--- config.mk ---
export PLATFORM = sky130hd
export DESIGN_NAME = ball_pool_move_flat
export DESIGN_NICKNAME = d
export VERILOG_FILES = /design/src/rtl/ball_pool_move_if.sv /design/src/rtl/ball_pool_move.sv /design/src/flat_wrapper.sv
export SDC_FILE = /design/constraint.sdc
export NUM_CORES = 2
export LEC_CHECK = 0
export CORE_ASPECT_RATIO = 1.5
export CORE_MARGIN = 3
export CORE_UTILIZATION = 25
export CTS_BUF_LIST = sky130_fd_sc_hd__clkbuf_8
export CTS_CLUSTER_DIAMETER = 200
export DETAILED_ROUTE_END_ITERATION = 6
export PLACE_DENSITY = 0.41
export SETUP_SLACK_MARGIN = 0.1
export SLEW_MARGIN = 15
export SYNTH_ARGS = -nofsm -noshare
export SYNTH_HDL_FRONTEND = slang
export SYNTH_SLANG_ARGS = --single-unit
--- constraint.sdc ---
create_clock -name clk -period 25.7 [get_ports clk]
set_input_delay 5.14 -clock clk [delete_from_list [all_inputs] [get_ports clk]]
set_output_delay 5.14 -clock clk [all_outputs]
set_load 0.005 [all_outputs]
--- src/rtl/ball_pool_move_if.sv ---
// Request and per-slot ball-state bus between the ball motion engine and the
// spawner, hit detector, drawers and collision logic.
interface ball_pool_move_if #(
    parameter int NUM_BALLS = 4
);
    localparam int IDX_W = $clog2(NUM_BALLS);

    logic                     startOfFrame;
    logic                     spawn;
    logic [10:0]              spawnX;
    logic [10:0]              spawnY;
    logic [1:0]               spawnSize;
    logic                     spawnDirRight;
    logic                     hitValid;
    logic [IDX_W-1:0]         hitIdx;

    logic [NUM_BALLS-1:0]     active;
    logic [NUM_BALLS*11-1:0]  topLeftX;
    logic [NUM_BALLS*11-1:0]  topLeftY;
    logic [NUM_BALLS*2-1:0]   ballSize;
    logic [NUM_BALLS*16-1:0]  Xspeed;
    logic [NUM_BALLS*16-1:0]  Yspeed;
    logic                     allClear;
    logic                     spawnFail;
    logic                     splitFail;

    modport master (
        output startOfFrame, spawn, spawnX, spawnY, spawnSize, spawnDirRight,
               hitValid, hitIdx,
        input  active, topLeftX, topLeftY, ballSize, Xspeed, Yspeed,
               allClear, spawnFail, splitFail
    );

    modport slave (
        input  startOfFrame, spawn, spawnX, spawnY, spawnSize, spawnDirRight,
               hitValid, hitIdx,
        output active, topLeftX, topLeftY, ballSize, Xspeed, Yspeed,
               allClear, spawnFail, splitFail
    );
endinterface

--- src/rtl/ball_pool_move.sv ---
// Fixed-point motion engine for a pool of bouncing balls: spawn, per-frame
// gravity/wall/floor/ceiling handling, and hit-driven split or destroy.
module ball_pool_move #(
    parameter int NUM_BALLS   = 4,
    parameter int FRAC_BITS   = 6,
    parameter int X_MIN       = 0,
    parameter int X_MAX       = 639,
    parameter int Y_MIN       = 0,
    parameter int Y_MAX       = 479,
    parameter int MIN_DIAM    = 8,
    parameter int GRAVITY     = 1,
    parameter int X_SPEED     = 64,
    parameter int BOUNCE_BASE = 256,
    parameter int BOUNCE_STEP = 64,
    parameter int SPLIT_SPEED = 192,
    parameter int MAX_YSPEED  = 512
) (
    input logic             clk,
    input logic             resetN,
    ball_pool_move_if.slave bus
);
    localparam int IDX_W = $clog2(NUM_BALLS);

    typedef logic signed [31:0] fix_t;

    typedef struct packed {
        logic       act;
        logic [1:0] size;
        logic       dir;
        fix_t       px;
        fix_t       py;
        fix_t       vy;
    } slot_t;

    localparam fix_t X_LO = fix_t'(X_MIN) <<< FRAC_BITS;
    localparam fix_t Y_LO = fix_t'(Y_MIN) <<< FRAC_BITS;

    slot_t            slot_q [NUM_BALLS];
    slot_t            slot_d [NUM_BALLS];
    logic             spawn_fail_q, spawn_fail_d;
    logic             split_fail_q, split_fail_d;
    logic             hit_ok, child_ok, spawn_ok, split_claim;
    logic [IDX_W-1:0] hit_i, child_i, spawn_i;
    logic [NUM_BALLS-1:0] act_vec;

    // One frame of motion for an active ball; limits scale with ball diameter.
    function automatic slot_t step(input slot_t s);
        slot_t n;
        fix_t  vy, nx, ny, diam, r_lim, f_lim;
        n     = s;
        vy    = s.vy + fix_t'(GRAVITY);
        if (vy > fix_t'(MAX_YSPEED))
            vy = fix_t'(MAX_YSPEED);
        else if (vy < -fix_t'(MAX_YSPEED))
            vy = -fix_t'(MAX_YSPEED);
        diam  = fix_t'(MIN_DIAM) << s.size;
        r_lim = (fix_t'(X_MAX) - diam + fix_t'(1)) <<< FRAC_BITS;
        f_lim = (fix_t'(Y_MAX) - diam + fix_t'(1)) <<< FRAC_BITS;
        nx    = s.dir ? s.px + fix_t'(X_SPEED) : s.px - fix_t'(X_SPEED);
        ny    = s.py + vy;

        if (s.dir && nx >= r_lim) begin
            n.px  = r_lim;
            n.dir = 1'b0;
        end else if (!s.dir && nx <= X_LO) begin
            n.px  = X_LO;
            n.dir = 1'b1;
        end else begin
            n.px  = nx;
        end

        if (ny >= f_lim && vy > fix_t'(0)) begin
            n.py = f_lim;
            n.vy = -(fix_t'(BOUNCE_BASE) + fix_t'({30'd0, s.size}) * fix_t'(BOUNCE_STEP));
        end else if (ny <= Y_LO && vy < fix_t'(0)) begin
            n.py = Y_LO;
            n.vy = fix_t'(0);
        end else begin
            n.py = ny;
            n.vy = vy;
        end
        return n;
    endfunction

    always_comb begin
        // NOTE: every signal gets a default before any branch so no latch is inferred.
        hit_ok       = 1'b0;
        hit_i        = '0;
        child_ok     = 1'b0;
        child_i      = '0;
        spawn_ok     = 1'b0;
        spawn_i      = '0;
        spawn_fail_d = 1'b0;
        split_fail_d = 1'b0;
        for (int i = 0; i < NUM_BALLS; i++) begin
            slot_d[i] = slot_q[i];
            if (bus.hitValid && bus.hitIdx == IDX_W'(i) && slot_q[i].act) begin
                hit_ok = 1'b1;
                hit_i  = IDX_W'(i);
            end
        end
        // Scan downwards so the lowest free index wins.
        for (int i = NUM_BALLS - 1; i >= 0; i--) begin
            if (!slot_q[i].act) begin
                child_ok = 1'b1;
                child_i  = IDX_W'(i);
            end
        end
        split_claim = hit_ok && slot_q[hit_i].size != 2'd0 && child_ok;
        for (int i = NUM_BALLS - 1; i >= 0; i--) begin
            if (!slot_q[i].act && !(split_claim && child_i == IDX_W'(i))) begin
                spawn_ok = 1'b1;
                spawn_i  = IDX_W'(i);
            end
        end

        if (bus.startOfFrame) begin
            for (int i = 0; i < NUM_BALLS; i++) begin
                if (slot_q[i].act && !(hit_ok && hit_i == IDX_W'(i)))
                    slot_d[i] = step(slot_q[i]);
            end
        end

        if (hit_ok) begin
            if (slot_q[hit_i].size == 2'd0) begin
                slot_d[hit_i].act = 1'b0;
            end else begin
                slot_d[hit_i].size = slot_q[hit_i].size - 2'd1;
                slot_d[hit_i].dir  = 1'b0;
                slot_d[hit_i].vy   = -fix_t'(SPLIT_SPEED);
                if (child_ok)
                    slot_d[child_i] = '{act: 1'b1, size: slot_q[hit_i].size - 2'd1, dir: 1'b1,
                                        px: slot_q[hit_i].px, py: slot_q[hit_i].py,
                                        vy: -fix_t'(SPLIT_SPEED)};
                else
                    split_fail_d = 1'b1;
            end
        end

        if (bus.spawn) begin
            if (spawn_ok)
                slot_d[spawn_i] = '{act: 1'b1, size: bus.spawnSize, dir: bus.spawnDirRight,
                                    px: fix_t'({21'd0, bus.spawnX}) <<< FRAC_BITS,
                                    py: fix_t'({21'd0, bus.spawnY}) <<< FRAC_BITS,
                                    vy: fix_t'(0)};
            else
                spawn_fail_d = 1'b1;
        end
    end

    // NOTE: the slot array is a handful of registers, not a RAM, so it is reset like any flop.
    always_ff @(posedge clk or negedge resetN) begin
        if (!resetN) begin
            for (int i = 0; i < NUM_BALLS; i++)
                slot_q[i] <= '0;
            spawn_fail_q <= 1'b0;
            split_fail_q <= 1'b0;
        end else begin
            // NOTE: non-blocking so every register samples pre-edge values regardless of order.
            for (int i = 0; i < NUM_BALLS; i++)
                slot_q[i] <= slot_d[i];
            spawn_fail_q <= spawn_fail_d;
            split_fail_q <= split_fail_d;
        end
    end

    always_comb begin
        for (int i = 0; i < NUM_BALLS; i++)
            act_vec[i] = slot_q[i].act;
    end

    always_comb begin
        bus.active    = act_vec;
        bus.allClear  = ~|act_vec;
        bus.spawnFail = spawn_fail_q;
        bus.splitFail = split_fail_q;
        bus.topLeftX  = '0;
        bus.topLeftY  = '0;
        bus.ballSize  = '0;
        bus.Xspeed    = '0;
        bus.Yspeed    = '0;
        for (int i = 0; i < NUM_BALLS; i++) begin
            if (slot_q[i].act) begin
                bus.topLeftX[11*i +: 11] = slot_q[i].px[FRAC_BITS +: 11];
                bus.topLeftY[11*i +: 11] = slot_q[i].py[FRAC_BITS +: 11];
                bus.ballSize[2*i +: 2]   = slot_q[i].size;
                bus.Xspeed[16*i +: 16]   = slot_q[i].dir ? 16'(X_SPEED) : 16'(-X_SPEED);
                bus.Yspeed[16*i +: 16]   = slot_q[i].vy[15:0];
            end
        end
    end
endmodule

--- src/flat_wrapper.sv ---
// flat-port wrapper written by rule: the top's interface ports become plain ports
module ball_pool_move_flat 
#(
    parameter int NUM_BALLS   = 4,
    parameter int FRAC_BITS   = 6,
    parameter int X_MIN       = 0,
    parameter int X_MAX       = 639,
    parameter int Y_MIN       = 0,
    parameter int Y_MAX       = 479,
    parameter int MIN_DIAM    = 8,
    parameter int GRAVITY     = 1,
    parameter int X_SPEED     = 64,
    parameter int BOUNCE_BASE = 256,
    parameter int BOUNCE_STEP = 64,
    parameter int SPLIT_SPEED = 192,
    parameter int MAX_YSPEED  = 512
)
  (clk, resetN, bus_startOfFrame, bus_spawn, bus_spawnX, bus_spawnY, bus_spawnSize, bus_spawnDirRight, bus_hitValid, bus_hitIdx, bus_active, bus_topLeftX, bus_topLeftY, bus_ballSize, bus_Xspeed, bus_Yspeed, bus_allClear, bus_spawnFail, bus_splitFail);
  ball_pool_move_if #(.NUM_BALLS(NUM_BALLS)) bus_i ();
  input logic clk;
  input logic resetN;
  input wire logic [$bits(bus_i.startOfFrame)-1:0] bus_startOfFrame;
  input wire logic [$bits(bus_i.spawn)-1:0] bus_spawn;
  input wire logic [$bits(bus_i.spawnX)-1:0] bus_spawnX;
  input wire logic [$bits(bus_i.spawnY)-1:0] bus_spawnY;
  input wire logic [$bits(bus_i.spawnSize)-1:0] bus_spawnSize;
  input wire logic [$bits(bus_i.spawnDirRight)-1:0] bus_spawnDirRight;
  input wire logic [$bits(bus_i.hitValid)-1:0] bus_hitValid;
  input wire logic [$bits(bus_i.hitIdx)-1:0] bus_hitIdx;
  output wire logic [$bits(bus_i.active)-1:0] bus_active;
  output wire logic [$bits(bus_i.topLeftX)-1:0] bus_topLeftX;
  output wire logic [$bits(bus_i.topLeftY)-1:0] bus_topLeftY;
  output wire logic [$bits(bus_i.ballSize)-1:0] bus_ballSize;
  output wire logic [$bits(bus_i.Xspeed)-1:0] bus_Xspeed;
  output wire logic [$bits(bus_i.Yspeed)-1:0] bus_Yspeed;
  output wire logic [$bits(bus_i.allClear)-1:0] bus_allClear;
  output wire logic [$bits(bus_i.spawnFail)-1:0] bus_spawnFail;
  output wire logic [$bits(bus_i.splitFail)-1:0] bus_splitFail;
  assign bus_i.startOfFrame = bus_startOfFrame;
  assign bus_i.spawn = bus_spawn;
  assign bus_i.spawnX = bus_spawnX;
  assign bus_i.spawnY = bus_spawnY;
  assign bus_i.spawnSize = bus_spawnSize;
  assign bus_i.spawnDirRight = bus_spawnDirRight;
  assign bus_i.hitValid = bus_hitValid;
  assign bus_i.hitIdx = bus_hitIdx;
  assign bus_active = bus_i.active;
  assign bus_topLeftX = bus_i.topLeftX;
  assign bus_topLeftY = bus_i.topLeftY;
  assign bus_ballSize = bus_i.ballSize;
  assign bus_Xspeed = bus_i.Xspeed;
  assign bus_Yspeed = bus_i.Yspeed;
  assign bus_allClear = bus_i.allClear;
  assign bus_spawnFail = bus_i.spawnFail;
  assign bus_splitFail = bus_i.splitFail;
  ball_pool_move #(.NUM_BALLS(NUM_BALLS), .FRAC_BITS(FRAC_BITS), .X_MIN(X_MIN), .X_MAX(X_MAX), .Y_MIN(Y_MIN), .Y_MAX(Y_MAX), .MIN_DIAM(MIN_DIAM), .GRAVITY(GRAVITY), .X_SPEED(X_SPEED), .BOUNCE_BASE(BOUNCE_BASE), .BOUNCE_STEP(BOUNCE_STEP), .SPLIT_SPEED(SPLIT_SPEED), .MAX_YSPEED(MAX_YSPEED)) u_core (.clk(clk), .resetN(resetN), .bus(bus_i));
endmodule
==> impl_results.md <==
* Synth warnings at 0
* # nets final at 6,081
* Final ANT Viol Nets at 0
* Hold crit path type: reg2reg
* CP Max Fanout at 18
* Routability congestion estimate at 0.9273
* Crit path DAT at 11.29 ns
* Htree depth at 3
* DR vias at 46,980
* Final Hold Viols at 0
* Core Util, Final at 0.2860
* Clk_lat worst skew at 0.80 ns
* Synth Flop Type: dfrtp_1
* Top Layer Used: met4
* CTS tree: yes
* DRT Pass-1 Iters at 7
* Starting Density at 0.2518
* Hold Crit Start: u_core.slot_q[165]$_DFF_PN0_
* Sink Count at 402
* Failing checks: DRC, slew limit
* Avg Cell Area, Syn at 7.621 um^2
* Crit start category: flip-flop
* Share of cells above drive strength 1 at 0.07550
* Post-DR wirelength/cell at 26.93 um
* Required time worst endpoint at 26.34 ns
* Fin crit share at 0.4144
* Final HPWL DP at 171,300 um
* Hold Path End: u_core.slot_q[165]$_DFF_PN0_
* Row Count at 188
* Setup CP Type: reg2reg
* Post-CTS sizing at 0
* Vias in the first global route at 45,900
* Hold buffers post-CTS at 0
* Commonest cells post-synth: nor2_1, nand2_1, a21oi_1
* Int Pwr at 3.636 mW
* Post-synthesis cell type count at 112
* PD cells at 167.3 nW/um^2
* Static Leak at 19.85 nW
* CTS Buffer Depth at 3
* WL met1 at 96,320 um
* Crit end category: flip-flop
* Seq/Total Area, Yosys at 0.2282
* Switching pwr at 4.737 mW
* Die area at 181,500 um^2
* FF-to-FF End: u_core.slot_q[319]$_DFF_PN0_
* # Max-Cap Violations at 0
* Metal2 WL at 99,870 um
* Cell Area, Placed at 48,260 um^2
* Total CTS buffers at 81
* Final Skew at 0.04888 ns
* Crit-path slowest cell: nor4b_1
* Residual DRC at 1
* Metal3 WL at 13,190 um
* VDD IR max at 0.00005529 V
* Max frequency at 0.09389 GHz
* Die W at 348.8 um
* Global-route wire length before repair at 318,600 um
* GRT Total Usage at 0.2318
* Final Critical Period at 10.65 ns
* Largest net degree at the start of global routing at 151
* Clock transition at path regs at 0.07 ns
* Post-Synthesis Cell Area at 44,070 um^2
* Placeable Area at 175,000 um^2
* Post-Syn Instances at 5,783
* Comb power frac at 0.727
* Synth top area cells: dfrtp_1, ha_1, a21oi_1
* R2R cell count at 27
* RSZ-0062 raised after global routing: no
* Status: finished, violations left
* Initial antenna violation count at 36
* Final setup violation count at 0
* GRT overflow at 0
* Switching portion of total power at 0.5658
* Final non-filler cell total at 8,115
* Fin worst setup slack at 15.05 ns
* Critical Path Start: u_core.slot_q[305]$_DFF_PN0_
* Slew Viols, Final at 3
* Area leader, netlist: dfrtp_1
* Reg-to-reg slack, setup at 15.05 ns
* Hold Crit Depth at 1
* Final instance area at 50,050 um^2
* Total negative slack at 0 ns
* Reg2reg start: u_core.slot_q[305]$_DFF_PN0_
* Vias per inst at 5.790
* Ys async rst share at 1.000
* Seq pwr share at 0.182
* Clk pwr share at 0.091
* Total wire length at 218,500 um
* Root Buffer: clkbuf_8
* Drt initial violations at 4,729
* Seq cells post-synth at 402
* Worst-Margin Slew at 1.544 ns
* Top-count cell post-synth: nor2_1
* Die height at 520.2 um
* Worst slew margin at -0.02941
* # IOs at 263
* Layout area overhead at 13.55%
* Pre-CTS setup slack at 14.52 ns
* Dpl cells at 7,959
* Critical path's largest stage delay at 0.80 ns
* Number of I/O port buffers at 238
* Post-synth EDFFs at 0
* Top cell type's share of synthesized area at 0.2282
* Setup bufs post-CTS at 0
[critical path, delay by kind of cell (launching register included)]
kind / cells / cell delay (ns)
simple gates: 14 / 5.26
mux: 1 / 0.25
xor+xnor: 1 / 0.66
buf+inv: 3 / 1.11
flops: 1 / 0.65
fa+ha+maj: 2 / 0.79
compound gates: 6 / 1.75
[state kept, by name (all words and copies together) (netlist names)]
register / flops
u_core.bus.spawnFail: 1
u_core.bus.splitFail: 1
u_core.bus.active: 4
u_core.slot_q: 396
[per-layer routing]
layer	vias to the layer above	global-route usage
met5	-	0
met4	0	0.09237
met3	388	0.02723
met2	1839	0.3785
met1	23170	0.3107
li1	21590	-
[cell families after synthesis]
family                   Yosys count  share of synthesized area
AND/OR/NAND/NOR                 2103                     0.2422
AO/OA/AOI/OAI                   1915                     0.2987
buffers and inverters            683                    0.06538
flip-flops                       402                     0.2282
adder cells (fa/ha/maj)          291                    0.08363
XOR/XNOR                         290                    0.05763
multiplexers                      98                    0.02419
other                              1                 0.00008508
[worst max path at each step]
stage	depth (start not counted)	to
after floorplan	19	u_core.slot_q[76]$_DFF_PN0_
after global placement	19	u_core.slot_q[75]$_DFF_PN0_
after detailed placement	18	u_core.slot_q[26]$_DFF_PN0_
after CTS	33	u_core.slot_q[210]$_DFF_PN0_
after global routing	33	u_core.slot_q[226]$_DFF_PN0_
final	27	u_core.slot_q[319]$_DFF_PN0_
[layout by cell type (no fill, tap or decap), types with 66 or more instances in the layout]
cell type,instances
nand4_1,105
xor2_1,104
a211oi_1,209
clkdlybuf4s50_1,237
nand2_1,465
o21ai_0,352
and3_1,74
mux2_2,68
and2_1,208
dfrtp_1,398
a221oi_1,149
a31oi_1,75
ha_1,277
buf_4,110
clkbuf_8,107
a21o_1,94
a21oi_1,456
nor2_1,528
nand3_1,144
nor3_1,157
nor4_1,66
inv_1,217
xnor2_1,186
[layout make-up]
type / count / area, um^2
Sequential cell: 402 / 10060
Multi-Input combinational cell: 4721 / 31330
Antenna cell: 7 / 17.52
Timing Repair Buffer: 354 / 3258
Clock inverter: 40 / 281.5
Fill cell: 19170 / 125000
Clock buffer: 107 / 1473
Tap cell: 2280 / 2853
Inverter: 204 / 765.7
[metrics by stage]
step	power (mW)	hold slack [ns]
finish	8.373	0.5202
global route	8.999	0.5364
CTS	8.329	0.5169
detailed placement	7.518	0.5024
global placement	7.505	0.5004
floorplan	5.261	0.4706
[power by group through the flow]
stage	Combinational, mW	Clock, mW	Sequential (mW)
after global routing	6.66	0.806	1.53
after global placement	5.99	0	1.51
after CTS	6.05	0.784	1.50
after floorplan	4.20	0	1.06
final	6.09	0.762	1.52
after detailed placement	6.01	0	1.51
(Power assumes the default switching activity.)
